File: config.mk
export PLATFORM = sky130hd
export DESIGN_NAME = mesh_term_inject
export DESIGN_NICKNAME = d
export VERILOG_FILES = /design/src/rtl/mesh_pkg.sv /design/src/rtl/mesh_sync_fifo.sv /design/src/rtl/mesh_term_inject.sv
export SDC_FILE = /design/constraint.sdc
export NUM_CORES = 1
export LEC_CHECK = 0
export CORE_MARGIN = 5
export CORE_UTILIZATION = 47
export DETAILED_ROUTE_END_ITERATION = 8
export PLACE_DENSITY = 0.69
export SLEW_MARGIN = 0
export SYNTH_ARGS = -nofsm -noshare
export SYNTH_HDL_FRONTEND = slang
export SYNTH_HIERARCHICAL = 1
export SYNTH_SLANG_ARGS = --single-unit
File: constraint.sdc
create_clock -name clk -period 5.2 [get_ports clk]
set_clock_uncertainty 0.1 [all_clocks]
set_input_delay 1.56 -clock clk [delete_from_list [all_inputs] [get_ports clk]]
set_output_delay 1.56 -clock clk [all_outputs]
set_load 0.05 [all_outputs]
File: src/rtl/mesh_pkg.sv
// mesh_pkg: packet field layout, header type and injector state encoding for mesh terminals
package mesh_pkg;
    localparam int NXT_JMP_W = 8;
    localparam int ROW_W     = 4;
    localparam int COL_W     = 4;
    localparam int HDR_W     = NXT_JMP_W + ROW_W + COL_W + 1;
    localparam int PKT_MAX   = 64;

    typedef struct packed {
        logic [NXT_JMP_W-1:0] nxt_jump;
        logic [ROW_W-1:0]     row;
        logic [COL_W-1:0]     col;
        logic                 mode;
    } pkt_hdr_t;

    typedef enum logic {INIT, RUN} inj_state_e;

    // Header lands directly above a psz-HDR_W bit payload; caller truncates to its packet width
    function automatic logic [PKT_MAX-1:0] build_pkt(pkt_hdr_t hdr, logic [PKT_MAX-1:0] payload, int unsigned psz);
        return (PKT_MAX'(hdr) << (psz - HDR_W)) | payload;
    endfunction
endpackage

File: src/rtl/mesh_sync_fifo.sv
// mesh_sync_fifo: first-word fall-through FIFO whose output holds the last head word when empty
module mesh_sync_fifo #(
    parameter int W     = 40,
    parameter int DEPTH = 4
) (
    input  logic                       clk,
    input  logic                       reset,
    input  logic                       flush,
    input  logic                       wr,
    input  logic [W-1:0]               wdata,
    input  logic                       rd,
    output logic [W-1:0]               rdata,
    output logic [$clog2(DEPTH):0]     count
);
    localparam int AW = $clog2(DEPTH);
    localparam int CW = AW + 1;

    logic [W-1:0]  mem [DEPTH];
    logic [AW-1:0] wp, rp;
    logic [W-1:0]  last;

    always_ff @(posedge clk)
        if (wr) mem[wp] <= wdata;

    always_ff @(posedge clk or negedge reset) begin
        if (!reset) begin
            wp    <= '0;
            rp    <= '0;
            count <= '0;
        end else if (flush) begin
            wp    <= '0;
            rp    <= '0;
            count <= '0;
        end else begin
            if (wr) wp <= wp + 1'b1;
            if (rd) rp <= rp + 1'b1;
            count <= count + CW'(wr) - CW'(rd);
        end
    end

    // Snapshot of the head so the output stays stable once the FIFO drains or is flushed
    always_ff @(posedge clk or negedge reset) begin
        if (!reset) last <= '0;
        else if (count != '0) last <= mem[rp];
    end

    assign rdata = (count != '0) ? mem[rp] : last;
endmodule

File: src/rtl/mesh_term_inject.sv
// mesh_term_inject: terminal request handshake, packet assembly and buffering toward a mesh port
module mesh_term_inject
    import mesh_pkg::*;
#(
    parameter int pckg_sz    = 40,
    parameter int fifo_depth = 4,
    parameter int ROWS       = 4,
    parameter int COLUMS     = 4,
    parameter int SELF_ROW   = 0,
    parameter int SELF_COL   = 1
) (
    input  logic                          clk,
    input  logic                          reset,
    input  logic                          req_valid,
    output logic                          req_ready,
    input  logic [3:0]                    req_row,
    input  logic [3:0]                    req_col,
    input  logic                          req_mode,
    input  logic [pckg_sz-18:0]           req_payload,
    input  logic                          flush,
    output logic                          pndng_i_in,
    output logic [pckg_sz-1:0]            data_out_i_in,
    input  logic                          popin,
    output logic [$clog2(fifo_depth):0]   count,
    output logic [15:0]                   sent_cnt,
    output logic [15:0]                   drop_cnt,
    output logic                          underflow
);
    localparam int CW = $clog2(fifo_depth) + 1;

    inj_state_e state;
    pkt_hdr_t   hdr;
    logic       accept, self_hit, wr, pop, empty;
    logic [pckg_sz-1:0] word;

    assign empty     = (count == '0);
    assign req_ready = (state == RUN) && (count < CW'(fifo_depth)) && !flush;
    assign accept    = req_valid && req_ready;
    assign self_hit  = (req_row == 4'(SELF_ROW)) && (req_col == 4'(SELF_COL));
    assign wr        = accept && !self_hit;
    assign pop       = popin && !empty && !flush;
    assign hdr       = '{nxt_jump: '0, row: req_row, col: req_col, mode: req_mode};
    assign word      = pckg_sz'(build_pkt(hdr, PKT_MAX'(req_payload), pckg_sz));
    assign pndng_i_in = !empty;

    mesh_sync_fifo #(.W(pckg_sz), .DEPTH(fifo_depth)) u_fifo (
        .clk   (clk),
        .reset (reset),
        .flush (flush),
        .wr    (wr),
        .wdata (word),
        .rd    (pop),
        .rdata (data_out_i_in),
        .count (count)
    );

    always_ff @(posedge clk or negedge reset) begin
        if (!reset) state <= INIT;
        else state <= RUN;
    end

    // Flush wins over popin, so neither the sent count nor the underflow flag move in a flush cycle
    always_ff @(posedge clk or negedge reset) begin
        if (!reset) begin
            sent_cnt  <= '0;
            drop_cnt  <= '0;
            underflow <= 1'b0;
        end else begin
            if (pop && sent_cnt != 16'hFFFF) sent_cnt <= sent_cnt + 16'd1;
            if (accept && self_hit && drop_cnt != 16'hFFFF) drop_cnt <= drop_cnt + 16'd1;
            if (popin && empty && !flush) underflow <= 1'b1;
        end
    end
endmodule

==> qor.csv <==
stage,metric,value,unit
pwr,worst vdd rail ir drop,0.457,mV
global_routing,GRT Total Usage,16.1,%
routing,ANT nets after route,0,
pwr,sw power,2.38,mW
placed_design,DP HPWL,11.0,mm
worst_setup_path,"Arr. time, crit path",3170,ps
sta,Fmax achieved,0.207,GHz
synthesis,asr flop ratio synth,33.6,%
sta,RSZ-0062 raised after global routing,false,
cells_and_area,layout cells sized above 1,21.9,%
routing,via count,4722,
cells_and_area,cell area after layout,11800,µm²
synthesis,mapped cell area,9390,µm²
sta,Hold Slack,357,ps
worst_setup_path,CP startpoint kind,flip-flop,
global_routing,met1 GRT Util,20.9,%
clock_tree,Root Buffer,clkbuf_16,
floorplan,core area,19600,µm²
worst_setup_path,Crit path required time,3540,ps
worst_setup_path,crit path kind,reg2out,
routing,via/cell ratio,5.10,
routing,drt pass-1 iters,4,
clock_tree,Clock Path Buffers,3,
global_routing,GRT overflow,0,
placed_design,RePlAce Congestion,0.812,
synthesis,Mapped Cells,479,
pwr,Comb pwr share,38.0,%
routing,Initial DRC Count,265,
status,status,"finished, final reports clean",
synthesis,post-synth top area cell,edfxtp_1,
worst_setup_path,crit-path max cell delay,1010,ps
worst_setup_path,critical path peak fanout,43,
sta,Slew @ Worst Pin,892,ps
floorplan,total die area,22900,µm²
synthesis,Synth area leaders,"edfxtp_1, dfrtp_1, mux4_2",
sta,Final Hold Viols,0,
clock_tree,clk sinks,241,
pwr,Total Power,6.60,mW
clock_tree,CTS H-tree depth,1,
pwr,Switching Share,36.0,%
clock_tree,CTS Buf Count,25,
worst_setup_path,CP top delay family,flip-flops,
sta,Final WS setup,365,ps
placed_design,Placed Area,11000,µm²
sta,relative slew slack,40.5,%
pwr,Internal,4.23,mW
global_routing,initial antenna violation count,0,
global_routing,global-route wire length before repair,28.4,mm
pwr,Clock power frac,25.8,%
floorplan,I/O Pins,115,
cells_and_area,Layout Cells excl Fill,926,
synthesis,sequential fraction of the synthesis area,72.8,%
worst_setup_path,"Buf+Inv Stages, Crit Path",1,
clock_tree,worst skew pair latency,500,ps
synthesis,"Primary FF master, synth",edfxtp_1,
job,max-cap violations,0,
global_routing,largest net degree at the start of global routing,58,
floorplan,height of the die,151,µm
synthesis,Post-synth EDFFs,160,
routing,drc violations,0,
clock_tree,setup bufs post-CTS,0,
global_routing,busiest metal layer after global routing,met2,
worst_setup_path,CP Capture Type,output port,
floorplan,FP Rows,51,
global_routing,met3 Usage GRT,2.69,%
sta,Final Max Slew Viols,0,
cells_and_area,final core occ,60.0,%
global_routing,vias in the first global route,5105,
synthesis,Synthesis Warnings,6,
floorplan,Initial Util,47.9,%
worst_setup_path,CP cell instances,mux4_2 > mux2_2 > clkdlybuf4s50_1,
global_routing,GRT met2 Usage,28.7,%
clock_tree,Worst-path clk slew,60,ps
placed_design,DP Worst Slack,680,ps
cells_and_area,Area Overhead vs Synth,25.2,%
sta,final setup violation count,0,
worst_setup_path,Slowest cell on crit path,dfrtp_4,
sta,sum of negative setup slack,0,ps
pwr,PD cells,562,nW/µm²
synthesis,post-synth cell types,39,
pwr,Flop pwr share,36.2,%
synthesis,Seq cells post-synth,241,
floorplan,Die Span X,151,µm
cells_and_area,nets@finish,689,
sta,Final Cycle Share,93.0,%
routing,drt wl/cell,19.2,µm
synthesis,syn avg cell area,19.6,µm²
synthesis,post-synth top area share,51.2,%
placed_design,input/output buffers,114,
pwr,LEAKAGE,4.22,nW
sta,crit path time final,4830,ps
min_path,HP Class,reg2reg,
clock_tree,post_cts resized,0,
routing,final wirelength,17.7,mm
clock_tree,CTS hold repair buffers,0,
cells_and_area,number of diodes,0,
clock_tree,CTS tree,yes,
placed_design,placed cell count,881,
## flip-flops by register name, indices dropped and copies added (netlist names)
register and count:
u_fifo/mem 160, drop_cnt 16, u_fifo/last 40, sent_cnt 16, state 1, u_fifo/count 3, underflow 1, u_fifo/rp 2
u_fifo/wp 2
## routing by layer
layer	vias to the layer above	wire length (µm)
li1	2152	-
met1	2463	7340
met2	81	9480
met3	26	642
met4	0	282
met5	-	0
## synthesized netlist by cell type (8+ instances only)
| cell | instances |
|---|---|
| nor2_1 | 10 |
| edfxtp_1 | 160 |
| xnor2_1 | 24 |
| nand4_1 | 12 |
| mux4_2 | 40 |
| nand2_1 | 14 |
| mux2_2 | 42 |
| ha_1 | 8 |
| dfrtp_1 | 81 |
| nand3_1 | 13 |
## layout make-up
type | count | area, µm²
Clock buffer | 35 | 693
Clock inverter | 10 | 103
Fill cell | 1456 | 7830
Inverter | 7 | 26.3
Multi-Input combinational cell | 247 | 2550
Sequential cell | 241 | 6840
Tap cell | 265 | 332
Timing Repair Buffer | 121 | 1210
## worst reg2reg max path: stages (launching register included)
cell	delay, ps
dfrtp_1	430
nor3b_2	330
nand2_1	90
a21oi_1	420
inv_1	100
ha_1	300
inv_1	50
ha_1	120
inv_1	50
fa_1	360
xnor3_1	210
nor2_1	40
## worst paths after layout
check                                start                end  slack, ps  cells past startpoint
min in group asynchronous            reset       sent_cnt[15]       1050                      1
setup / recovery              u_fifo/rp[0]  data_out_i_in[31]        370                      3
setup reg to reg           u_fifo/count[2]    u_fifo/count[2]       2450                     11
hold reg to reg                  underflow          underflow        360                      1
max in group asynchronous            reset        drop_cnt[3]       3090                      2
hold / removal                   underflow          underflow        360                      1
## cell usage in the layout, fill, tap and decap left out, drive strengths merged, types with 2 or more instances in the layout
cell	synthesis	final
mux2	43	43
nor2b	2	2
clkdlybuf4s50	0	112
edfxtp	160	160
xnor2	24	24
nand4	13	13
and3	7	7
and4	2	2
nand2	14	14
conb	2	33
nor2	10	10
a21oi	4	4
mux4	40	40
clkbuf	3	35
clkinv	0	7
nor4	2	2
buf	12	9
inv	7	7
dfrtp	81	81
and2	7	7
nand3	14	14
nor3	5	5
ha	8	8
bufinv	0	2
xor2	7	7
## power groups by stage
stage	Sequential, mW	Combinational (mW)	Clock (mW)
after floorplan	2.44	1.74	0
after global placement	2.42	2.51	0
after detailed placement	2.43	2.53	0
after CTS	2.40	2.54	1.76
after global routing	2.42	2.62	1.84
final	2.39	2.51	1.71
## logic make-up (layout without fill, tap and decap cells)
logic type	after synthesis	after routing	share of synthesized area, %
other	2	33	0.0800
adders and majority gates	9	9	1.28
and+or+nand+nor	80	80	5.38
muxes	84	84	14.9
DFF	241	241	72.8
xor gates and xnor gates	32	32	3.13
AOI/OAI and AO/OA	9	9	1.08
buffers and inverters	22	173	1.37
Power figures use the tool's default switching activity.
